$ cat src/rtl/pattern_busy_ctrl_pkg.sv
// Shared widths and field slices for the best-of-5 pattern result and the
// busy loop that feeds back into the sorter.
package pattern_busy_ctrl_pkg;

  localparam int MXPATB  = 7;
  localparam int MXKEYBX = 8;
  localparam int MXCFEB  = 5;

  localparam int HIT_HI  = 6;
  localparam int HIT_LO  = 4;
  localparam int CFEB_HI = 7;
  localparam int CFEB_LO = 5;
  localparam int HS_MAX  = (1 << CFEB_LO) - 1;

  function automatic logic [HIT_HI-HIT_LO:0] pat_hits(input logic [MXPATB-1:0] pat);
    return pat[HIT_HI:HIT_LO];
  endfunction

  function automatic logic [CFEB_HI-CFEB_LO:0] key_cfeb(input logic [MXKEYBX-1:0] key);
    return key[CFEB_HI:CFEB_LO];
  endfunction

  function automatic logic [CFEB_LO-1:0] key_hs(input logic [MXKEYBX-1:0] key);
    return key[CFEB_LO-1:0];
  endfunction

endpackage

$ cat src/rtl/pattern_busy_ctrl_cfeb_busy_timer.sv
// Dead-time timer for one CFEB: load restarts the count, otherwise it runs
// down to zero and holds. Busy is taken straight from the count register.
module cfeb_busy_timer #(
  parameter int MXBSYB = 4
) (
  input  logic              clock,
  input  logic              reset,
  input  logic              load,
  input  logic [MXBSYB-1:0] len,
  output logic              busy
);

  logic [MXBSYB-1:0] r_cnt;

  always_ff @(posedge clock or posedge reset) begin
    if (reset) begin
      r_cnt <= '0;
    end else if (load) begin
      r_cnt <= len;
    end else if (r_cnt != '0) begin
      r_cnt <= r_cnt - 1'b1;
    end
  end

  assign busy = (r_cnt != '0);

endmodule

$ cat src/rtl/pattern_busy_ctrl.sv
// Registers and qualifies the best-of-5 pattern as a CLCT candidate, drives
// per-CFEB dead-time busy flags back to the sorter, and counts all-busy cycles.
module pattern_busy_ctrl
  import pattern_busy_ctrl_pkg::*;
#(
  parameter int EDGE   = 2,
  parameter int MXBSYB = 4,
  parameter int MXCNTB = 16
) (
  input  logic               clock,
  input  logic               reset,
  input  logic [MXPATB-1:0]  best_pat,
  input  logic [MXKEYBX-1:0] best_key,
  input  logic               best_bsy,
  input  logic [2:0]         hit_thresh,
  input  logic [MXBSYB-1:0]  busy_len,
  input  logic               cnt_clear,
  output logic               clct_vld,
  output logic [MXPATB-1:0]  clct_pat,
  output logic [MXKEYBX-1:0] clct_key,
  output logic [MXCFEB-1:0]  cfeb_bsy,
  output logic [MXCNTB-1:0]  allbsy_cnt
);

  logic [2:0]               w_hits;
  logic [2:0]               w_thresh;
  logic [CFEB_HI-CFEB_LO:0] w_cfeb;
  logic [CFEB_LO-1:0]       w_hs;
  logic                     w_cand;
  logic [MXCFEB-1:0]        w_mark;
  logic [MXCFEB-1:0]        w_busy;

  logic                     r_vld;
  logic [MXPATB-1:0]        r_pat;
  logic [MXKEYBX-1:0]       r_key;
  logic [MXCNTB-1:0]        r_cnt;

  assign w_hits   = pat_hits(best_pat);
  assign w_cfeb   = key_cfeb(best_key);
  assign w_hs     = key_hs(best_key);
  assign w_thresh = (hit_thresh == 3'd0) ? 3'd1 : hit_thresh;
  assign w_cand   = !best_bsy && (w_hits >= w_thresh) && (int'(w_cfeb) < MXCFEB);

  // A key near a CFEB boundary also blocks the neighbour on that side.
  always_comb begin
    w_mark = '0;
    for (int i = 0; i < MXCFEB; i++) begin
      if (w_cand && int'(w_cfeb) == i)
        w_mark[i] = 1'b1;
      if (w_cand && int'(w_cfeb) == i + 1 && int'(w_hs) < EDGE)
        w_mark[i] = 1'b1;
      if (w_cand && int'(w_cfeb) + 1 == i && int'(w_hs) > HS_MAX - EDGE)
        w_mark[i] = 1'b1;
    end
  end

  for (genvar g = 0; g < MXCFEB; g++) begin : g_timer
    cfeb_busy_timer #(
      .MXBSYB(MXBSYB)
    ) u_timer (
      .clock(clock),
      .reset(reset),
      .load (w_mark[g]),
      .len  (busy_len),
      .busy (w_busy[g])
    );
  end

  always_ff @(posedge clock or posedge reset) begin
    if (reset) begin
      r_vld <= 1'b0;
      r_pat <= '0;
      r_key <= '0;
    end else begin
      r_vld <= w_cand;
      r_pat <= w_cand ? best_pat : '0;
      r_key <= w_cand ? best_key : '0;
    end
  end

  always_ff @(posedge clock or posedge reset) begin
    if (reset) begin
      r_cnt <= '0;
    end else if (cnt_clear) begin
      r_cnt <= '0;
    end else if (best_bsy && r_cnt != {MXCNTB{1'b1}}) begin
      r_cnt <= r_cnt + 1'b1;
    end
  end

  assign clct_vld   = r_vld;
  assign clct_pat   = r_pat;
  assign clct_key   = r_key;
  assign cfeb_bsy   = w_busy;
  assign allbsy_cnt = r_cnt;

endmodule
$ cat config.mk
export PLATFORM = sky130hd
export DESIGN_NAME = pattern_busy_ctrl
export DESIGN_NICKNAME = d
export VERILOG_FILES = /design/src/rtl/pattern_busy_ctrl_pkg.sv /design/src/rtl/pattern_busy_ctrl_cfeb_busy_timer.sv /design/src/rtl/pattern_busy_ctrl.sv
export SDC_FILE = /design/constraint.sdc
export NUM_CORES = 1
export LEC_CHECK = 0
export CAP_MARGIN = 0
export CORE_MARGIN = 2
export CORE_UTILIZATION = 40
export CTS_BUF_LIST = sky130_fd_sc_hd__clkbuf_4 sky130_fd_sc_hd__clkbuf_8
export DETAILED_ROUTE_END_ITERATION = 10
export PLACE_DENSITY_LB_ADDON = 0.2
export SYNTH_ARGS = -nofsm -noshare
export SYNTH_HDL_FRONTEND = slang
export SYNTH_SLANG_ARGS = --single-unit
export TNS_END_PERCENT = 10
$ cat constraint.sdc
create_clock -name clock -period 1.6 [get_ports clock]
set_input_delay 0.32 -clock clock [delete_from_list [all_inputs] [get_ports clock]]
set_output_delay 0.32 -clock clock [all_outputs]
set_load 0.02 [all_outputs]
### Yosys cells after proc, flatten, opt, wreduce, memory -nomap -nowiden

Cells that the tools add are included.

* register bits: 52
* bits of input ports: 26

* add/sub/neg operators: 7
* magnitude comparators: 4
* equality and inequality tests: 10
* muxes and demuxes: 30
* reduce and logical (&&, ||, !) cells: 39

Operators with widths (count)
* $eq A32 B3 Y1 const B: 2
* $mux W4: 10
* $eq A32 B2 Y1 const B: 1
* $logic_not A32 Y1: 1
* $mux W16: 2
* $logic_and A1 B1 Y1: 24
* $reduce_bool A4 Y1: 5
* $sub A4 B1 Y4 const B: 5
* $add A16 B1 Y16 const B: 1
* $ne A16 B16 Y1 const B: 1
* $mux W1: 15
* $eq A3 B3 Y1 const B: 4
* $reduce_bool A2 Y1: 6
* $mux W8: 1
* $mux W7: 1
* $logic_not A3 Y1: 2
* $gt A5 B5 Y1 const B: 1
* $lt A5 B2 Y1 const B: 1
* $add A3 B1 Y4 const B: 1
* $eq A4 B3 Y1 const B: 1
* $eq A3 B2 Y1 const B: 1
* $ge A3 B3 Y1: 1
* $lt A3 B3 Y1 const B: 1
* $mux W3: 1
* $logic_not A1 Y1: 1

### Longest topological paths before layout

* depth after elaboration: 10
* mapped depth: 7
* depth with buffers taken out: 6

### By module

From an unflattened synthesis, not the netlist that was laid out.

* cell total of the unflattened synthesis: 297
* area total of the unflattened synthesis: 2979.1 sq um

Modules (own cells, without submodules)
* pattern_busy_ctrl: instances 1, cells an instance 177, area each 1727.9 sq um, sequential area each 800.8 sq um
* cfeb_busy_timer: instances 5, cells an instance 24, area each 250.2 sq um, sequential area each 100.1 sq um

### Worst setup path after synthesis

OpenSTA, ideal clock, no wires.

* path type: input-to-reg
* from: in best_key[7]
* to: reg g_timer[0].u_timer.r_cnt[0]
* setup time: 0.125 ns
* arrival: 1.940 ns
* data required time: 1.475 ns
* path slack: -0.464 ns
* stages: 7
* path through: clkbuf_1 > inv_1 > ha_1 > nor2b_1 > nand3_1 > a211oi_2 > mux2_2

* word-level cells in the longest chain between the ends: 7
* elaborated cells between the ends (all ways): 16
* classes of those cells: add/sub (1); order compare (1); eq/ne (1); mux (4); reduce/logical (9)

Ends and longest elaborated chain
* start, declared: line pattern_busy_ctrl.sv:13 `input logic [MXKEYBX-1:0] best_key,`
* parallel branches: the longest is 5 deep, another holds $add A3 B1 Y4
* $mux W1 (*): line pattern_busy_ctrl.sv:52 `if (w_cand && int'(w_cfeb) + 1 == i && int'(w_hs) > HS_MAX - EDGE)`
* $mux W4 or $reduce_bool A2 Y1 (tied branches)
* end signal, assigned: line pattern_busy_ctrl_cfeb_busy_timer.sv:19 `r_cnt <= len;`
* end signal, assigned: line pattern_busy_ctrl_cfeb_busy_timer.sv:21 `r_cnt <= r_cnt - 1'b1;`
* end, declared: line pattern_busy_ctrl_cfeb_busy_timer.sv:13 `logic [MXBSYB-1:0] r_cnt;`

Every way passes the cells marked *.
A chain may end at the register's enable or synchronous reset.

### Final worst setup path

* from: reg g_timer[4].u_timer.r_cnt[1]
* to: out cfeb_bsy[4]

* word-level cells in the longest chain between the ends: 1

Ends and longest elaborated chain
* start, declared: line pattern_busy_ctrl_cfeb_busy_timer.sv:13
* start signal, assigned: line pattern_busy_ctrl_cfeb_busy_timer.sv:19
* start signal, assigned: line pattern_busy_ctrl_cfeb_busy_timer.sv:21
* $reduce_bool A4 Y1: line pattern_busy_ctrl_cfeb_busy_timer.sv:25 `assign busy = (r_cnt != '0);`
* end, declared: line pattern_busy_ctrl.sv:21 `output logic [MXCFEB-1:0] cfeb_bsy,`

No other way between the ends.

==> impl_metrics.env <==
export IMPL_wl_per_cell_um=13.9
export IMPL_worst_setup_path_end_kind="primary output"
export IMPL_firstDrtPassIters=4
export IMPL_min_delay_path_class="primary input to async pin"
export IMPL_ys_warn_count=0
export IMPL_drt_total_wl_mm=7.48
export IMPL_dr_wl_met2_mm=4.00
export IMPL_hold_viol_final=0
export IMPL_finalSetupViolations=28
export IMPL_synth_cell_types=42
export IMPL_crit_path_start_kind="flip-flop"
export IMPL_place_gp_congestion=0.936
export IMPL_maxSlewViolCount=0
export IMPL_synthMuxAreaShare=0.109
export IMPL_syn_avg_cell_area_um2=10.4
export IMPL_synth_simple_area_share=0.224
export IMPL_power_total_mw=5.38
export IMPL_power_leakage_nw=2.43
export IMPL_via_per_inst=5.01
export IMPL_seq_area_frac_synth=0.431
export IMPL_antenna_found_initial=0
export IMPL_cts_sinks=52
export IMPL_cts_tree="yes"
export IMPL_post_synth_top_area_cell="dfrtp_1"
export IMPL_die_x_um=90.9
export IMPL_worst_slew_pin_slew_ns=0.377
export IMPL_power_density_nw_per_um2=1130
export IMPL_arrival_ns=1.43
export IMPL_clkTransAtPathRegs_ns=0.10
export IMPL_critPathSlowestCell="dfrtp_1"
export IMPL_hpwl_mm=5.48
export IMPL_critical_path_class="flip-flop to primary output"
export IMPL_ys_flop_type="dfrtp_1"
export IMPL_vdd_drop_max_mv=0.653
export IMPL_portBuffers=62
export IMPL_placedInstanceArea_um2=4360
export IMPL_dieArea_um2=8260
export IMPL_crit_family="flip-flops"
export IMPL_finalCriticalPeriod_ns=1.75
export IMPL_yosys_register_bits=52
export IMPL_initialDrtViolationCount=72
export IMPL_grt_pass1_vias=2706
export IMPL_synthTopCellsByCount="dfrtp_1 (52), inv_1 (26), mux2_2 (21)"
export IMPL_grt_max_degree=26
export IMPL_yosysTopAreaCellShare=0.431
export IMPL_syn_num_nets=332
export IMPL_cp_depth=4
export IMPL_fin_crit_sh=1.09
export IMPL_clockRootBuffer="clkbuf_8"
export IMPL_rsz0062_at_grt="true"
export IMPL_synth_edf_count=0
export IMPL_cts_hold_buf=0
export IMPL_core_area_um2=7290
export IMPL_crit_buf_inv=2
export IMPL_synthArstFlopShare=1.00
export IMPL_num_vias=2698
export IMPL_grt_pass1_wl_mm=12.4
export IMPL_drt_antenna_violating_nets=0
export IMPL_status="complete, but fails checks"
export IMPL_layout_drive_gt1_share=0.450
export IMPL_h_tree_depth=2
export IMPL_rows=31
export IMPL_drc=0
export IMPL_violations="negative setup slack"
export IMPL_yosysMostFrequentCell="dfrtp_1"
export IMPL_setup_ws_ns=-0.146
export IMPL_fp_dieH_um=90.9
export IMPL_path_cells="inv_2, ha_4, or3b_4, buf_6"
export IMPL_max_stage_delay_ns=0.40
export IMPL_drt_met1_wl_mm=3.22
export IMPL_grt_use_total=0.185
export IMPL_cts_made_buffers=5
export IMPL_ioPinCount=63
export IMPL_synthTopCellsByArea="dfrtp_1 (43%), mux2_2 (7.8%), ha_1 (6.2%), inv_1 (3.2%), and2_1 (2.7%)"
export IMPL_finClkSkew_ns=0.0126
export IMPL_highest_layer="met4"
export IMPL_fmax_mhz=573
export IMPL_stdcell_area_um2=4780
export IMPL_synth_cells=291
export IMPL_overflow=0
export IMPL_cp_max_fo=2
export IMPL_clockBufferDepth=2
export IMPL_clk_latency_ns=0.31
export IMPL_nNetsFinal=480
export IMPL_relSlewSlack=0.747
export IMPL_maxCapViolCount=0
export IMPL_synth_compound_area_frac=0.106
export IMPL_synthAdderAreaFrac=0.0622
export IMPL_synth_area_um2=3020
export IMPL_synth_top_family_by_area="simple AND/OR/NAND/NOR gates"
export IMPL_wl_met3_um=191
export IMPL_reg2reg_depth=5
export IMPL_synthXorXnorAreaFrac=0.0174
export IMPL_antenna_diode_count=0
export IMPL_worstPathRequired_ns=1.28
export IMPL_area_delta_synth_final_pct=58.4
export IMPL_start_util=0.414
## kinds of logic after synthesis
kind of cell	after synthesis
and+or+nand+nor	109
DFF	52
AOI/OAI and AO/OA	43
buffers and inverters	36
muxes	30
adders and majority gates	15
xor gates and xnor gates	6
## registers in the layout, indices dropped and copies added (netlist names)
signal,count
clct_pat,7
g_timer.u_timer.r_cnt,20
clct_key,8
allbsy_cnt,16
clct_vld,1
## layout make-up
type	instances	area, µm²
inverters	26	97.6
fillers	640	2510
clock inverters	3	47.5
flip-flops and latches	52	1300
well taps	99	124
multi-input cells	203	1830
repair buffers	151	1310
clock buffers	5	68.8
## timing repair
item	CTS	global route
gates resized for setup	97	71
pin swaps	20	18
endpoints found under the setup margin	74	59
buffers inserted	5	7
## per-layer routing
layer  vias to the layer above  global-route usage
li1                       1321                   -
met1                      1324               0.229
met2                        45               0.337
met3                         8              0.0292
met4                         0              0.0417
met5                         -                   0
## report_power, final
part | switching, mW | internal, mW
registers | 0.190 | 1.61
clock network | 0.454 | 0.472
logic | 1.08 | 1.58
total | 1.73 | 3.66
## stage by stage
stage | std cells | setup slack [ns] | hold slack (ns) | setup TNS (ns) | util
after floorplan | 291 | -0.296 | 0.449 | -10.19 | -
after detailed placement | 521 | -0.868 | 0.586 | -33.97 | 0.597
after global placement | 521 | -0.838 | 0.578 | -31.97 | 0.597
final | 539 | -0.146 | 0.263 | -1.30 | 0.656
after global routing | 539 | -0.219 | 0.265 | -3.76 | 0.656
after CTS | 532 | -0.291 | 0.266 | -2.32 | 0.627
## final timing paths
| path | start | endpoint | slack, ns |
|---|---|---|---|
| min in group clock | best_key[1] | clct_key[1] | 0.29 |
| max in group asynchronous | reset | g_timer[0].u_timer.r_cnt[0] | 0.91 |
| worst min register to register | allbsy_cnt[2] | allbsy_cnt[2] | 0.61 |
| worst max register to register | allbsy_cnt[1] | allbsy_cnt[12] | -0.09 |
| worst min-delay path | reset | allbsy_cnt[15] | 0.26 |
| worst max-delay path | g_timer[4].u_timer.r_cnt[1] | cfeb_bsy[4] | -0.15 |
## cells in the final DEF (no fill, tap or decap), types with 3 or more instances in the layout
master and n:
buf_4 80, dfrtp_1 52, dlygate4sd2_1 20, mux2_2 19
inv_1 16, dlymetal6s2s_1 13, clkdlybuf4s50_1 12, nor2_1 11
or3_1 11, nand3_1 10, inv_2 10, buf_6 10
o21ai_0 8, and2_4 8, a21oi_1 8, nor3_1 8
mux2i_1 7, nor2b_1 7, nand2_1 6, ha_4 6
ha_1 6, buf_2 6, xnor2_1 5, a21o_1 5
a21oi_2 5, and2_1 5, o31ai_1 5, clkbuf_8 5
nand2b_4 4, a211oi_2 4, nand2b_1 4, clkbuf_2 4
nand3_2 3, nand4_1 3, ha_2 3, clkdlybuf4s15_1 3
buf_12 3
Power figures use the tool's default switching activity.
==> RTL edit: new RTL, config.mk and constraints unchanged <==
The output `clct_key` loses its register stage (`r_key` becomes a continuous assignment).
--- a/src/rtl/pattern_busy_ctrl.sv
+++ b/src/rtl/pattern_busy_ctrl.sv
@@ -72,3 +72,2 @@
       r_pat <= '0;
-      r_key <= '0;
     end else begin
@@ -76,5 +75,6 @@
       r_pat <= w_cand ? best_pat : '0;
-      r_key <= w_cand ? best_key : '0;
     end
   end
+
+  assign r_key = w_cand ? best_key : '0;
 
Check against the original RTL: not equivalent (Yosys sat finds a counterexample within 4 cycles, from zero or initial values and one cycle with reset high).
==> RTL edit against the unedited design <==
  * The run still ends with negative setup slack left
  * Total power decreased by 8.4%
  * Sequential cell count decreased by 8
  * Routed wire length rose by 0.64%
  * Die area shrank 6.6%
  * Area after synthesis is 6.9% lower
  * Setup slack got worse by 0.27 ns
  * Combinational power down 7.5%
  * Count of clock-buffer cells in the layout is 1 higher
  * Sequential share of layout area shrank 3.7 points
  * Design area down 1.9%
  * Core utilization increased by 3.5 points
  * Fmax shrank 14%
==> RTL edit: results (changes against the unedited design) <==
- Layout Cells excl Fill: 540 (+0.19%)
- Vias in the first global route: 2679 (-1.0%)
- Library cells used by synthesis: 45 (+7.1%)
- Crit-path leading delay family: buffers and inverters
- Final worst slack: -0.418 ns (-0.273 ns)
- Commonest cells post-synth: 44 x dfrtp_1, 27 x inv_1, 18 x mux2_2
- Net Sw Power: 1.55 mW (-10%)
- Syn Nets: 321 (-3.3%)
- RD Place Congestion: 0.810 (-14%)
- Largest cells by area after synthesis: dfrtp_1 39%, mux2_2 7.2%, ha_1 6.7%, inv_1 3.6%, mux2i_1 3.2%
- DP Area: 0.00421 sq mm (-3.4%)
- Status: finished, violations left
- Global-route usage over all layers: 19.9% (+1.4 points)
- Dpl ws: -1.24 ns (-0.377 ns)
- Max-slew headroom: 73.3% (-1.4 points)
- Largest net degree at the start of global routing: 45 (+73%)
- Pleak: 2.17 nW (-11%)
- Post-Syn Area per Cell: 10.0 sq um (-3.2%)
- Failing checks: negative setup slack
- Setup TNS: -10.34 ns (-9.04 ns)
- Layout cell share with drive strength beyond 1: 47.5% (+2.5 points)
- CP max-delay cell: ha_4
- Seq/Total Area, Yosys: 39.2% (-3.9 points)
- Iter 0 DRT Violations: 39 (-46%)
- RR Endpoint: g_timer[4].u_timer.r_cnt[0]
- Final setup vio count: 42 (+50%)
- DP Wirelength: 5250 um (-4.2%)
RTL edit: cell types whose count changed after synthesis, sizes merged, moves of 2 or more:
cell | unedited run | this run
nor3 | 9 | 11
nand2 | 7 | 11
and3 | 0 | 2
a2111oi | 1 | 4
clkbuf | 5 | 3
dfrtp | 52 | 44
or3 | 13 | 9
mux2i | 7 | 9
o21ai | 9 | 4
nand4 | 5 | 3
mux2 | 23 | 21
nor2b | 8 | 3
RTL edit: cell type report:
class | count | area, sq um
multi-input combinational | 200 | 1840
fill | 526 | 2100
clock inverter | 2 | 38.8
clock buffer | 6 | 82.6
inverter | 27 | 101
sequential | 44 | 1100
tap | 96 | 120
timing repair buffer | 165 | 1410
RTL edit: routing by layer:
| layer | vias up | wire length [um] | GRT usage, % |
|---|---|---|---|
| li1 | 1331 | - | - |
| met1 | 1276 | 3200 | 23.9 |
| met2 | 51 | 3950 | 36.8 |
| met3 | 10 | 292 | 3.96 |
| met4 | 0 | 84 | 4.20 |
| met5 | - | 0 | 0 |
RTL edit: power by group through the flow:
stage	registers, mW	logic, mW	clock network (mW)
after floorplan	1.58	1.36	0
final	1.57	2.46	0.910
after global placement	1.57	2.20	0
after detailed placement	1.59	2.30	0
after CTS	1.57	2.42	0.935
after global routing	1.61	2.73	0.993
RTL edit: what timing repair did:
| item | CTS | global route |
|---|---|---|
| endpoints found under the hold margin | 0 | 0 |
| endpoints found under the setup margin | 68 | 57 |
| pin swaps | 17 | 13 |
| resized for setup | 138 | 45 |
| setup buffers | 14 | 5 |
RTL edit: worst max-delay path by stage:
| stage | start | to |
|---|---|---|
| 6_report | hit_thresh[0] | clct_key[5] |
| 5_1_grt | hit_thresh[0] | clct_key[3] |
| 4_1_cts | hit_thresh[0] | clct_key[3] |
| 3_5_place_dp | hit_thresh[1] | clct_key[3] |
| 3_3_place_gp | hit_thresh[1] | clct_key[6] |
| 2_1_floorplan | hit_thresh[0] | clct_key[0] |
RTL edit: metrics by stage:
stage	utilization [%]	hold WS, ns
after global routing	69.1	0.378
after CTS	67.0	0.367
after detailed placement	61.9	0.601
final	69.1	0.362
after global placement	61.9	0.581
after floorplan	-	0.449
RTL edit: worst min-delay path, delay by kind of cell:
kind / cells / cell delay, ns
buffers and inverters: 3 / 0.71
RTL edit: cell families (layout without fill, tap and decap cells):
family / count (synthesis) / after routing / synth area share (%)
flops: 44 / 44 / 39.2
mux: 30 / 30 / 11.6
compound gates: 43 / 43 / 13.2
fa+ha+maj: 15 / 15 / 6.68
simple gates: 106 / 106 / 22.0
buf+inv: 36 / 200 / 5.47
xor+xnor: 6 / 6 / 1.87
